## src/rtl/dds_phase_reader.sv

```systemverilog
// DDS phase accumulator driving the waveform RAM read port.
// Realigns registered RAM data into a valid-qualified sample stream.
module dds_phase_reader #(
  parameter int PHASE_WIDTH = 32,
  parameter int ADDR_WIDTH  = 10,
  parameter int DATA_WIDTH  = 32,
  parameter int RAM_LATENCY = 1
) (
  input  logic                   clk,
  input  logic                   rst,
  input  logic                   start,
  input  logic                   stop,
  input  logic                   burst_mode,
  input  logic [15:0]            burst_len,
  input  logic [PHASE_WIDTH-1:0] poff_in,
  input  logic [PHASE_WIDTH-1:0] ftw_in,
  input  logic                   ftw_valid,
  output logic                   ftw_ready,
  output logic [ADDR_WIDTH-1:0]  ram_addr,
  input  logic [DATA_WIDTH-1:0]  ram_dout,
  output logic [DATA_WIDTH-1:0]  sample_out,
  output logic                   sample_valid,
  output logic                   busy,
  output logic                   done
);

  localparam logic [1:0] S_IDLE  = 2'd0;
  localparam logic [1:0] S_RUN   = 2'd1;
  localparam logic [1:0] S_FLUSH = 2'd2;

  localparam int FW = $clog2(RAM_LATENCY + 1) + 1;
  localparam logic [FW-1:0] FLUSH_LAST = FW'(RAM_LATENCY);

  logic [1:0]             state;
  logic [PHASE_WIDTH-1:0] phase;
  logic [PHASE_WIDTH-1:0] ftw_active;
  logic [PHASE_WIDTH-1:0] ftw_pend;
  logic                   pend_valid;
  logic                   mode_q;
  logic [15:0]            len_q;
  logic [15:0]            cnt;
  logic [FW-1:0]          fcnt;
  logic [RAM_LATENCY:0]   dly;

  logic [PHASE_WIDTH:0]   step;
  logic                   carry;
  logic [16:0]            eff_len;
  logic                   last_issue;
  logic                   run;
  logic                   flush_end;
  logic                   accept;

  assign step  = {1'b0, phase} + {1'b0, ftw_active};
  assign carry = step[PHASE_WIDTH];

  // a zero burst length still issues one address
  assign eff_len = (len_q == 16'd0) ? 17'd1 : {1'b0, len_q};

  assign last_issue = mode_q ? (({1'b0, cnt} + 17'd1) >= eff_len)
                             : stop;

  assign run       = (state == S_RUN);
  assign flush_end = (state == S_FLUSH) && (fcnt == FLUSH_LAST);
  assign ftw_ready = !pend_valid;
  assign accept    = ftw_valid && ftw_ready;
  assign busy      = (state != S_IDLE);

  always_ff @(posedge clk) begin
    if (rst) begin
      state    <= S_IDLE;
      phase    <= '0;
      cnt      <= '0;
      fcnt     <= '0;
      mode_q   <= 1'b0;
      len_q    <= '0;
      ram_addr <= '0;
    end else begin
      unique case (state)
        S_IDLE: begin
          if (start) begin
            state  <= S_RUN;
            phase  <= '0;
            mode_q <= burst_mode;
            len_q  <= burst_len;
            cnt    <= '0;
          end
        end
        S_RUN: begin
          ram_addr <= ADDR_WIDTH'((phase + poff_in)
                      >> (PHASE_WIDTH - ADDR_WIDTH));
          phase    <= step[PHASE_WIDTH-1:0];
          cnt      <= cnt + 16'd1;
          if (last_issue) begin
            state <= S_FLUSH;
            fcnt  <= '0;
          end
        end
        S_FLUSH: begin
          fcnt <= fcnt + 1'b1;
          if (flush_end) state <= S_IDLE;
        end
        default: state <= S_IDLE;
      endcase
    end
  end

  // new words wait for a phase wrap so the output stays continuous
  always_ff @(posedge clk) begin
    if (rst) begin
      ftw_active <= '0;
      ftw_pend   <= '0;
      pend_valid <= 1'b0;
    end else if (state == S_IDLE) begin
      if (accept) ftw_active <= ftw_in;
    end else if (flush_end) begin
      if (pend_valid) ftw_active <= ftw_pend;
      if (accept) ftw_active <= ftw_in;
      pend_valid <= 1'b0;
    end else begin
      if (run && carry && pend_valid) begin
        ftw_active <= ftw_pend;
        pend_valid <= 1'b0;
      end
      if (accept) begin
        ftw_pend   <= ftw_in;
        pend_valid <= 1'b1;
      end
    end
  end

  always_ff @(posedge clk) begin
    if (rst) begin
      dly          <= '0;
      sample_valid <= 1'b0;
      sample_out   <= '0;
      done         <= 1'b0;
    end else begin
      dly[0] <= run;
      for (int i = 1; i <= RAM_LATENCY; i++) begin
        dly[i] <= dly[i-1];
      end
      sample_valid <= dly[RAM_LATENCY];
      if (dly[RAM_LATENCY]) sample_out <= ram_dout;
      done <= flush_end;
    end
  end

endmodule

```

## config.mk

```make
export PLATFORM = sky130hd
export DESIGN_NAME = dds_phase_reader
export DESIGN_NICKNAME = d
export VERILOG_FILES = /design/src/rtl/dds_phase_reader.sv
export SDC_FILE = /design/constraint.sdc
export NUM_CORES = 1
export LEC_CHECK = 0
export CAP_MARGIN = 5
export CELL_PAD_IN_SITES_DETAIL_PLACEMENT = 1
export CELL_PAD_IN_SITES_GLOBAL_PLACEMENT = 1
export CORE_MARGIN = 4
export CORE_UTILIZATION = 30
export CTS_CLUSTER_SIZE = 28
export DETAILED_ROUTE_END_ITERATION = 8
export PLACE_DENSITY = 0.72
export SYNTH_ARGS = -nofsm -noshare
export SYNTH_HDL_FRONTEND = slang
export SYNTH_SLANG_ARGS = --single-unit
```

## constraint.sdc

```tcl
create_clock -name clk -period 7 [get_ports clk]
set_input_delay 2.1 -clock clk [delete_from_list [all_inputs] [get_ports clk]]
set_output_delay 2.1 -clock clk [all_outputs]
set_load 0.01 [all_outputs]
```

# Word-level counts from Yosys, hierarchy flattened
# Cells that the tools add are included.
# classes
add_sub_neg,5
order_cmp,1
eq_ne,8
n_mux,21
bitwise,2
n_reduce_logical,19
# ops
cell,count
32-bit 2-to-1 mux,7
32-bit one-hot mux with 2 select lines,1
32-bit by 32-bit adder with 33-bit output,1
32-bit adder,1
16-bit 2-to-1 mux,2
16-bit one-hot mux with 2 select lines,1
"16-bit by 1-bit adder with 17-bit output, second input constant",1
17-bit by 16-bit >= comparator with 1-bit output,1
"16-bit by 1-bit adder with 16-bit output, second input constant",1
16-bit logical NOT,1
3-bit AND reduction,3
2-bit 2-to-1 mux,4
"2-bit inequality test, second input constant",4
2-bit AND reduction,4
2-bit one-hot mux with 3 select lines,1
2-bit nonzero test,3
3-bit nonzero test,2
"2-bit by 1-bit == test with 1-bit output, second input constant",2
1-bit logical AND,4
1-bit 2-to-1 mux,4
2-bit one-hot mux with 2 select lines,1
"3-bit by 2-bit inequality test with 1-bit output, second input constant",1
"2-bit by 1-bit adder with 2-bit output, second input constant",1
"2-bit == test, second input constant",1
other kinds (3),4
# word_totals
reg_bits,180
in_bits,118
out_inout_bits,46
wordCells,70

# Logic depth before layout (Yosys ltp)
# Gate-level depths: netlist of the first run.
# depth
ltp_word,6
ltp_mapped,14
ltp_nobuf,14

# Worst setup path after synthesis of the first run
# Ideal clock, no wire load.
# synth_timing
kind,input to register
startpoint,input port poff_in[22]
endpoint,register ram_addr[8]
setup_time_ns,0.062
arrival_time_ns,4.157
required_ns,6.938
setup_slack_ns,2.781
path_stages,9
path_cell_list,ha_1 and4_1 and3_1 nand2_1 or4b_2 nand4b_1 nand2_1 or4_1 nand3_1
# synth_via
elab_chain_len,1
# synth_lines
element,line_no,rtl
"start, declared",15,"input logic [PHASE_WIDTH-1:0] poff_in,"
32-bit adder,89,ram_addr <= ADDR_WIDTH'((phase + poff_in)
"end signal, assigned",89,
"end, declared",19,"output logic [ADDR_WIDTH-1:0] ram_addr,"
# Every way passes these cells.
# A chain may end at the register's enable or synchronous reset.

# Worst setup path in the final report of the first run
# layout_timing
startpoint,input port poff_in[1]
endpoint,register ram_addr[8]
# The elaborated chain is that of the path after synthesis.

==> out/results.txt, run 1 <==
Crit path arrival time = 4920 ps
area leader, netlist = dfxtp_1
starting density of the core = 30.4%
Util after Layout = 38.1%
maximum clock path buffer count = 2
Worst Path Max Fanout = 3
VDD IR max = 0.000180 V
Crit Reg-Reg Endpoint = ftw_active[29]
Netlist cell types = 60
Area Overhead vs Synth = 25.4%
static leakage = 5.09 nW
# fillers = 3952
M1 GR Usage = 22.8%
HPWL Detailed = 23600 um
vias in the first global route = 9360
worst-margin pin slew = 1180 ps
First-pass DRT Iterations = 5
Pwr Total = 2.60 mW
core area = 33400 um2
IO Count = 164
GRT overflow = 0
Setup CP Type = input port to flop
fin crit period = 4530 ps
Inst Count DP = 1772
Sink Count = 180
Worst R2R Path Depth = 12
Setup TNS = 0 ps
outcome = finished, final reports clean
Top FF cell, synth = dfxtp_1
initial antenna violation count = 1
GR Util met3 = 2.80%
Min-Delay Path Class = flop to flop
Finished Layout Cells = 1805
Post-CTS Setup Inserts = 0
Setup violations, final = 0
wire per inst = 17.5 um
Fin. Hold Viols = 0
worst hold endpoint = dly[1]
GR peak layer = met2
CTS Buf Count = 17
initial DRC count = 367
EDFF count, synth = 0
sequential share of power = 43.4%
yosys warns = 0
Die H = 192 um
RSZ-0062 raised after global routing = no
Comb pwr share = 19.6%
most common cell after layout, fill and taps aside = dfxtp_1
vias per cell = 5.10
# rows = 67
Mapped Cells = 1221
Die Footprint = 36900 um2
chip width = 192 um
Synth area leaders = dfxtp_1 35%, ha_1 9.8%, a21oi_1 7.5%
Reg2Reg Setup Slack = 2740 ps
Max Cap Violations = 0
first-pass GRT wire length = 50100 um
Worst Hold Path Cells = 1
RePlAce Congestion = 0.867
Req. time, crit path = 7390 ps
clock share of power = 37.0%
f_max = 221 MHz
Post-Route WL = 31600 um
internal power = 1.84 mW
pwr/cell area = 204 nW/um2
Worst R2R Start = ftw_active[0]
CP startpoint kind = input port
Sw Pwr = 760 uW
htree depth = 4
Switching Share = 29.2%
endpoint class of the critical path = flop
FF+latch count, synth = 180
share of layout cells above drive strength 1 = 6.27%
Hold Crit Start = dly[0]
pin count of the biggest net entering global routing = 72
Post-CTS Hold Fix Bufs = 0
Rel. slew slack = 21.2%
cell area after synthesis = 10200 um2
clk slew on worst S/H paths = 70 ps
commonest cells after routing, fill and taps aside = 179 x dfxtp_1, 175 x nand2_1, 162 x clkdlybuf4s50_1
CTS tree = yes
GRT Util Overall = 17.0%
# DRC = 0
nets = 1542
Final ANT Viol Nets = 0
Skew-Pair Late Insertion Delay = 440 ps
post_cts resized = 0
Slew Viols, Final = 0
PortBufs = 163
worst clock skew = 12.2 ps
Mapped Nets = 1420
Syn Area/Cell = 8.33 um2
register area share after synthesis = 35.4%
Vias = 9213
area share of the largest cell type after synthesis = 35.4%
Async SR Flop Fraction = 0%
final worst-path cycle share = 64.8%
met2 usage = 27.8%
CTS root buf = clkbuf_16
state kept, by name, summed over array words and instances (netlist names):
name,count
phase,32
done,1
state,2
sample_out,32
pend_valid,1
ram_addr,10
mode_q,1
cnt,16
sample_valid,1
len_q,16
ftw_pend,32
fcnt,2
dly,2
ftw_active,32
worst max-delay path, cell delays in order:
cell and delay [ps]:
clkdlybuf4s50_1 400, ha_1 270, and3_1 140, o221ai_1 230
o221ai_1 380, or4b_2 680, nand4b_1 160, nand2_1 70
or4_1 390, nand3_1 70
cells in the mapped netlist (18+ instances only):
master / instances
nand2_1: 175
a211oi_2: 30
a21oi_1: 152
xnor2_1: 18
clkbuf_1: 60
nor2_1: 92
o21ai_0: 52
nand3_1: 36
dfxtp_1: 180
nor3_1: 21
mux2i_1: 67
xor2_1: 23
a21o_1: 22
inv_1: 35
ha_1: 80
kinds of logic (layout without fill, tap and decap cells):
family	Yosys count	count (layout)	synth area share (%)
xor+xnor	41	41	3.53
other cells	0	1	0
flops	180	180	35.4
simple gates	393	393	17.1
buf+inv	105	240	4.12
mux	68	68	6.71
compound gates	353	353	23.0
fa+ha+maj	81	81	10.0
layer usage:
| metal | wire length (um) | part of all wire, % | vias to the layer above |
|---|---|---|---|
| li1 | - | - | 4615 |
| met1 | 15000 | 48 | 4431 |
| met2 | 14900 | 47 | 131 |
| met3 | 950 | 3.0 | 36 |
| met4 | 681 | 2.2 | 0 |
| met5 | 0 | 0 | - |
how the worst max path moves through the flow:
stage | from | end | slack, ps
floorplan | poff_in[22] | ram_addr[8] | 2780
global placement | poff_in[1] | ram_addr[8] | 2020
detailed placement | poff_in[1] | ram_addr[8] | 2010
CTS | poff_in[1] | ram_addr[8] | 2470
global route | poff_in[2] | ram_addr[8] | 2310
finish | poff_in[1] | ram_addr[8] | 2470
power by group through the flow:
stage          Combinational (mW)  Sequential, mW  Clock, mW
2_1_floorplan               0.325            1.13          0
3_3_place_gp                0.496            1.15          0
3_5_place_dp                0.511            1.15          0
4_1_cts                     0.516            1.13      0.984
5_1_grt                     0.566            1.14       1.03
6_report                    0.509            1.13      0.962
metrics by stage:
step                setup slack (ps)  instance area (um2)  hold slack (ps)
floorplan                       2780                10200              414
finish                          2470                12800              444
global placement                2020                12200              422
CTS                             2470                12700              446
global route                    2310                12800              458
detailed placement              2010                12200              430
final cells by class:
type / instances / area, um2 / area share (%)
Clock inverter: 8 / 73.8 / 0.579
Tap cell: 448 / 561 / 4.40
Sequential cell: 180 / 3600 / 28.3
Multi-Input combinational cell: 936 / 6170 / 48.4
Timing Repair Buffer: 173 / 1710 / 13.4
Antenna cell: 1 / 2.50 / 0.0196
Inverter: 35 / 131 / 1.03
Clock buffer: 24 / 502 / 3.93
Power figures use the tool's default switching activity.
==> inputs of run 2 (changes only) <==
==> constraint.sdc (replaced) <==
create_clock -name clk -period 4.45 [get_ports clk]
set_input_delay 1.335 -clock clk [delete_from_list [all_inputs] [get_ports clk]]
set_output_delay 1.335 -clock clk [all_outputs]
set_load 0.01 [all_outputs]
==> run 2 against run 1 <==
Core utilization is 0.26 points higher. Clock power grew 69%. Global-route usage down 0.087 points. Wire length fell by 0.77%. Worst hold slack lost 1.4 ps. Via count is 0.85% higher. Non-clock buffer count up 5. Sequential share of layout area is 0.19 points lower. Critical path type is now flop to flop. Highest routed layer unchanged.
==> out/results.txt, run 2 (synthesis gave the netlist of run 1 again) <==
outcome = finished, final reports clean
CTS root buf = clkbuf_16
DR top layer = met4
Fin. Hold Viols = 0 (unchanged)
HPWL Detailed = 23400 um (-0.73%)
sequential share of power = 42.0% (-1.4 points)
endpoint class of the critical path = flop
Switching Share = 29.8% (+0.51 points)
Slew Viols, Final = 0 (unchanged)
Setup violations, final = 0 (unchanged)
vias in the first global route = 9460 (+1.1%)
Vias = 9291 (+0.85%)
maximum clock path buffer count = 2 (unchanged)
Worst Path Max Fanout = 32 (+29)
IO Count = 164 (unchanged)
wire per inst = 17.3 um (-1.1%)
DR WL met3 = 846 um (-11%)
Rel. slew slack = 34.8% (+14 points)
pin count of the biggest net entering global routing = 68 (-5.6%)
f_max = 261 MHz
RSZ-0062 raised after global routing = no
clock share of power = 38.6% (+1.6 points)
core area = 33400 um2 (unchanged)
Post-CTS Setup Inserts = 0 (unchanged)
Area Overhead vs Synth = 26.3%
post_cts resized = 0 (unchanged)
Die H = 192 um (unchanged)
clk slew on worst S/H paths = 70 ps (about the same)
Comb pwr share = 19.3% (-0.3 points)
Final WS setup = 621 ps (-1850 ps)
met2 routed WL = 14900 um (about the same)
RePlAce Congestion = 0.832 (-4.0%)
starting density of the core = 30.4% (unchanged)
initial antenna violation count = 2 (+1)
internal power = 2.96 mW (+61%)
design area = 12800 um2 (+0.68%)
CTS Buf Count = 17 (unchanged)
GRT overflow = 0 (unchanged)
Die Footprint = 36900 um2 (unchanged)
Crit path arrival time = 4110 ps (-810 ps)
Sink Count = 180 (unchanged)
share of layout cells above drive strength 1 = 6.76% (+0.49 points)
M1 wire length = 15000 um (about the same)
Req. time, crit path = 4730 ps (-2660 ps)
vias per cell = 5.13 (+0.51%)
Post-CTS Hold Fix Bufs = 0 (unchanged)
Post-Route WL = 31400 um (-0.77%)
Skew-Pair Late Insertion Delay = 440 ps (about the same)
CP startpoint kind = flop
CP peak stage delay = 770 ps (+90 ps)
fin crit period = 3830 ps
worst clock skew = 12.7 ps (+0.573 ps)
Min-Delay Path Class = flop to flop
static leakage = 5.13 nW (+0.74%)
slowest CP cell = and2_2
area post-placement = 12200 um2 (+0.31%)
Setup TNS = 0 ps (unchanged)
htree depth = 4 (unchanged)
Finished Layout Cells = 1811 (+0.33%)
most common cell after layout, fill and taps aside = dfxtp_1
PortBufs = 163 (unchanged)
Setup CP Type = flop to flop
Inst Count DP = 1777 (+0.28%)
chip width = 192 um (unchanged)
Final ANT Viol Nets = 0 (unchanged)
pre-CTS setup slack = 274 ps (-1740 ps)
# rows = 67 (unchanged)
initial DRC count = 430 (+17%)
nets = 1547 (+0.32%)
commonest cells after routing, fill and taps aside = 179 x dfxtp_1, 175 x nand2_1, 162 x clkdlybuf4s50_1
worst-margin pin slew = 978 ps (-200 ps)
first-pass GRT wire length = 50500 um (+0.73%)
VDD IR max = 0.000257 V (+42%)
CP Cell Sequence = ha_1 -> inv_1 -> fa_1 -> nor2b_1 -> o31a_1 -> o211a_1 -> a31o_1 -> a221o_1 -> a2111o_1 -> and2_2 -> a211oi_2
CTS tree = yes
First-pass DRT Iterations = 4 (-1)
# DRC = 0 (unchanged)
final worst-path cycle share = 86.1%
pwr/cell area = 328 nW/um2 (+61%)
Max Cap Violations = 0 (unchanged)
GRT Util Overall = 16.9% (-0.087 points)
Sw Pwr = 1.25 mW (+65%)
run 2: worst paths after layout:
path / startpoint / endpoint / slack (ps) / cells past startpoint
worst max register to register: ftw_active[0] / ftw_active[2] / 620 / 11
worst min register to register: dly[0] / dly[1] / 440 / 1
worst max-delay path: ftw_active[0] / ftw_active[2] / 620 / 11
worst min-delay path: dly[0] / dly[1] / 440 / 1
run 2: area by class of cell:
cell class,count,area [um2]
inverters,35,131
clock buffers,17,425
clock inverters,15,196
diodes,2,5.00
well taps,448,561
flip-flops and latches,180,3600
multi-input cells,936,6170
fillers,3958,20600
repair buffers,178,1750
run 2: critical path: cells and delay by family, from the launching register on:
| family | cells | cell delay (ps) |
|---|---|---|
| AOI/OAI and AO/OA | 6 | 1480 |
| adders and majority gates | 2 | 620 |
| buffers and inverters | 1 | 70 |
| DFF | 1 | 450 |
| and+or+nand+nor | 2 | 1000 |
run 2: power by group through the flow:
| stage | Clock [mW] | Combinational, mW | Sequential (mW) |
|---|---|---|---|
| 4_1_cts | 1.67 | 0.822 | 1.77 |
| 3_3_place_gp | 0 | 0.789 | 1.80 |
| 2_1_floorplan | 0 | 0.512 | 1.78 |
| 6_report | 1.63 | 0.814 | 1.77 |
| 3_5_place_dp | 0 | 0.813 | 1.81 |
| 5_1_grt | 1.74 | 0.903 | 1.78 |
run 2: per-layer routing:
layer	up-vias	GRT usage (%)
li1	4623	-
met1	4525	23.1
met2	120	27.9
met3	23	2.74
met4	0	4.06
met5	-	0
run 2: through the flow:
step | hold WS, ps | utilization (%) | total power [mW]
floorplan | 414 | - | 2.29
global placement | 418 | 36.5 | 2.59
detailed placement | 430 | 36.5 | 2.62
CTS | 447 | 38.4 | 4.26
global route | 464 | 38.4 | 4.42
finish | 443 | 38.4 | 4.21
